### src/rtl/serial_sub_8bit.sv
// serial_sub_8bit: bit-serial A - B - b_in, LSB first, one full-subtractor cell, start/done handshake
//   clk    : system clock, rising edge
//   rst_n  : asynchronous active-low reset
//   start  : request an operation, honoured only while idle
//   A, B   : minuend / subtrahend, captured on the accepting edge
//   b_in   : borrow-in, captured on the accepting edge
//   D      : difference mod 2^WIDTH, held from done until the next accept
//   b_out  : borrow-out (A < B + b_in, unsigned)
//   ovf    : two's-complement overflow of the subtraction
//   busy   : operation in flight (SHIFT or DONE)
//   done   : one-cycle pulse when D, b_out and ovf are valid
module serial_sub_8bit #(
    parameter int WIDTH = 8
) (
    input  logic             clk,
    input  logic             rst_n,
    input  logic             start,
    input  logic [WIDTH-1:0] A,
    input  logic [WIDTH-1:0] B,
    input  logic             b_in,
    output logic [WIDTH-1:0] D,
    output logic             b_out,
    output logic             ovf,
    output logic             busy,
    output logic             done
);
    localparam int CW = (WIDTH > 1) ? $clog2(WIDTH) : 1;

    typedef enum logic [1:0] {IDLE, SHIFT, DONE} state_t;

    state_t           state, next;
    logic [WIDTH-1:0] a_sr, b_sr, res;
    logic [CW-1:0]    cnt;
    logic             br, sgn;
    logic             ai, bi, di, br_nx, last;

    assign ai    = a_sr[0];
    assign bi    = b_sr[0];
    assign di    = ai ^ bi ^ br;
    assign br_nx = (~ai & bi) | (~(ai ^ bi) & br);
    assign last  = cnt == CW'(WIDTH - 1);
    assign busy  = state != IDLE;
    assign done  = state == DONE;

    always_ff @(posedge clk or negedge rst_n) begin
        if (!rst_n) state <= IDLE;
        else        state <= next;
    end

    always_comb begin
        next = state;
        case (state)
            IDLE:    next = start ? SHIFT : IDLE;
            SHIFT:   next = last ? DONE : SHIFT;
            default: next = IDLE;
        endcase
    end

    // At the final step a_sr[0] still holds the original A[MSB], so ovf needs
    // only the latched sign difference plus the new result MSB.
    always_ff @(posedge clk or negedge rst_n) begin
        if (!rst_n) begin
            a_sr  <= '0;
            b_sr  <= '0;
            res   <= '0;
            cnt   <= '0;
            br    <= 1'b0;
            sgn   <= 1'b0;
            D     <= '0;
            b_out <= 1'b0;
            ovf   <= 1'b0;
        end else if (state == IDLE && start) begin
            a_sr <= A;
            b_sr <= B;
            br   <= b_in;
            sgn  <= A[WIDTH-1] ^ B[WIDTH-1];
            cnt  <= '0;
        end else if (state == SHIFT) begin
            a_sr <= a_sr >> 1;
            b_sr <= b_sr >> 1;
            br   <= br_nx;
            res  <= {di, res[WIDTH-1:1]};
            cnt  <= cnt + CW'(1);
            if (last) begin
                D     <= {di, res[WIDTH-1:1]};
                b_out <= br_nx;
                ovf   <= sgn & (di ^ ai);
            end
        end
    end
endmodule

### config.mk
export PLATFORM = sky130hd
export DESIGN_NAME = serial_sub_8bit
export DESIGN_NICKNAME = d
export VERILOG_FILES = /design/src/rtl/serial_sub_8bit.sv
export SDC_FILE = /design/constraint.sdc
export NUM_CORES = 1
export LEC_CHECK = 0
export ABC_AREA = 1
export BUFFER_PORTS_ARGS = -buffer_cell sky130_fd_sc_hd__buf_2
export CAP_MARGIN = 20
export CORE_ASPECT_RATIO = 1.1
export CORE_MARGIN = 1.5
export CORE_UTILIZATION = 55
export CTS_BUF_LIST = sky130_fd_sc_hd__clkbuf_2 sky130_fd_sc_hd__clkbuf_4 sky130_fd_sc_hd__clkbuf_8
export CTS_CLUSTER_SIZE = 16
export DETAILED_ROUTE_END_ITERATION = 7
export PLACE_DENSITY = 0.81
export SLEW_MARGIN = 20
export SYNTH_ARGS = -nofsm -noshare
export SYNTH_HDL_FRONTEND = slang
export SYNTH_SLANG_ARGS = --single-unit
### constraint.sdc
create_clock -name clk -period 1.6 [get_ports clk]
set_clock_uncertainty 0.15 [all_clocks]
set_input_delay 0.32 -clock clk [delete_from_list [all_inputs] [get_ports clk]]
set_output_delay 0.32 -clock clk [all_outputs]
set_load 0.05 [all_outputs]
==> metrics.md <==
| Metric | Value |
|---|---|
| Vias post-DR | 1389 |
| Avg Cell Area, Syn | between 8 and 9 sq um |
| Hold crit path type | in -> reg |
| DRT Pass-1 Iters | 4 |
| Tmin final | 1.60 ns |
| Slew HR | around 79% |
| Via density | about 5.0 |
| Largest stage delay, worst path | ~0.47 ns |
| H-tree depth | 2 |
| Clock Tree Root | clkbuf_4 |
| Cell Count, Final, Fillers Out | 276 |
| Max-slew violations | 0 |
| Hold Path Sink | a_sr[5] |
| Final setup fails | 0 |
| Setup WS pre-CTS | around 0.06 ns |
| Gr usage total | 21.2% |
| ANT nets after route | 0 |
| I/O Pins | 32 |
| WL final | 3360 um |
| Unrepaired setup endpoints after global routing | true |
| Worst Path Max Fanout | 3 |
| Number of global-route vias before repair | 1253 |
| Fin worst setup slack | 0.000762 ns |
| FF-to-FF Start | br |
| Area grow syn2layout | 20.2% |
| Mapped Nets | 223 |
| Final Cell Area | just over 0.002 sq mm |
| Total CTS buffers | 5 |
| FF-to-FF path depth | 7 |
| Synthesized flop and latch total | 40 |
| Clock sinks | 40 |
| Max IR drop VDD | 1.26 mV |
| Final period util | between 90 and 100% |
| Min-Delay Path Depth | 3 |
| LEAKAGE | around 1.1 nW |
| Die Span X | between 50 and 60 um |
| Buf/Inv on CP | 2 |
| Final Power | about 4.2 mW |
| Worst Setup SP | state[0] |
| Register area share after synthesis | between 50% and 60% |
| Reg2reg end | ovf |
| Die Y | 61.7 um |
| Initial antenna violation count | 0 |
| Worst reg2reg setup slack | roughly 0.050 ns |
| GPL Wtd Cong | roughly 0.7 |
| Clock slew seen by the registers of the worst setup and hold paths | around 0.11 ns |
| Grt total ovfl | 0 |
| Initial DRC Count | 63 |
| Yosys warnings | 0 |
| Drt wl/cell | roughly 12 um |
| Arrival @ worst endpoint | 1.13 ns |
| N_diodes | 0 |
| Mapped Cells | 200 |
| CTS tree | built |
| First-pass GRT wire length | between 5000 and 6000 um |
| Setup crit start kind | flop |
| Placed Cells | roughly 260 |
| Worst-Margin Slew | between 0.3 and 0.4 ns |
| Cell Area, Synth | around 0.0017 sq mm |
| WP data required | between 1 and 1.5 ns |
| Top delay family on crit path | flip-flops |
| Largest net degree at the start of global routing | approximately 40 |
| Worst-path cell chain | nor2_4, inv_2, buf_6 |
| Util after Layout | about two thirds |
| Share of layout cells above drive strength 1 | about a quarter |
| Clock Latency Late Sink | about 0.35 ns |
| Clock Tree Buf Depth | 2 |
| Status | finished, final reports clean |
| Max Cap Viol | 0 |
| Row cnt | 21 |
| Core ar. | slightly above 0.003 sq mm |
| Final net count | between 200 and 300 |
| IO Port Bufs | 31 |
| # DRC | 0 |
| Beginning of the worst hold path | A[5] |
| Setup crit end kind | output pin |
| Filler cells | approximately 250 |
| Starting Density | a little under three fifths |
| DP HPWL | between 2000 and 2500 um |
| DP Area | slightly below 0.002 sq mm |
| F_max | ~630 MHz |
| CP Class | reg -> out |
| Final hold vios | 0 |
| Pwr Density | ~2000 mW/mm^2 |
| Unique masters post-synth | 17 |
| Crit-path slowest cell | dfrtp_2 |
| Area of the die | between 0.003 and 0.004 sq mm |
-- cell usage after synthesis (all sizes together) --
master	instances	area, sq um
nand2	89	337
dfrtp	40	1000
nand3	30	150
inv	13	48.8
o21ai	11	55.1
buf	8	55.1
nor2	5	28.8
ha	2	25.0
clkbuf	1	3.75
fa	1	20.0
-- final cells by class --
class / count / area, sq um / area share [%]
Tap cell: 34 / 42.5 / 2.05
Clock buffer: 8 / 66.3 / 3.20
Multi-Input combinational cell: 138 / 628 / 30.3
Inverter: 13 / 48.8 / 2.35
Timing Repair Buffer: 43 / 285 / 13.8
Sequential cell: 40 / 1000 / 48.3
-- worst min-delay path, cell delays in order --
cell and delay, ns:
buf_2 0.07, nand3_1 0.06, nand3_1 0.07
-- layout by cell type (no fill, tap or decap), types with 3 or more instances in the layout --
cell and n:
nor2_4 3, nand2_1 88, nand3_1 30, o21ai_0 10
inv_2 4, clkbuf_4 7, inv_1 9, dfrtp_1 39
buf_4 9, buf_2 29
-- state kept, by name, summed over array words and instances (netlist names) --
signal and flops:
b_out 1, a_sr 8, sgn 1, D 8
cnt 3, state 2, br 1, ovf 1
res 7, b_sr 8
-- layer usage --
layer	vias to the layer above	wire (um)	GRT usage (%)
li1	708	-	-
met1	644	1500	24.7
met2	31	1630	37.0
met3	6	158	6.21
met4	0	70	10.2
met5	-	0	0
-- worst max-delay path by stage --
stage | depth (start not counted) | end | slack (ns)
after floorplan | 1 | done | 0.07
after global placement | 6 | ovf | 0.11
after detailed placement | 6 | ovf | 0.06
after CTS | 3 | done | -0.02
after global routing | 3 | done | -0.06
final | 3 | busy | 0.0008
-- timing repair --
action,CTS,global route
pin swaps,1,1
gates resized for setup,7,4
hold buffers,1,0
hold endpoints to repair,40,0
buffers inserted,2,3
setup endpoints to repair,2,3
-- metrics by stage --
stage                     hold slack, ns  TNS [ns]
final                             0.0589         0
after global routing              0.0625    -0.128
after floorplan                   -0.126         0
after detailed placement           0.159         0
after global placement             0.157         0
after CTS                         0.0442   -0.0157
-- power by group --
group	leakage [nW]	total, mW	switching (mW)	internal [mW]
Combinational	0.575	1.93	1.25	0.677
Sequential	0.511	1.69	0.247	1.44
Clock	0.0394	0.569	0.318	0.251
-- logic make-up after synthesis --
logic type / after synthesis / share of synthesized area (%)
flip-flops: 40 / 58.1
adder cells (fa/ha/maj): 3 / 2.61
AO/OA/AOI/OAI: 11 / 3.19
buffers and inverters: 22 / 6.24
AND/OR/NAND/NOR: 124 / 29.9
No activity file was read; power rests on OpenSTA's default activity.
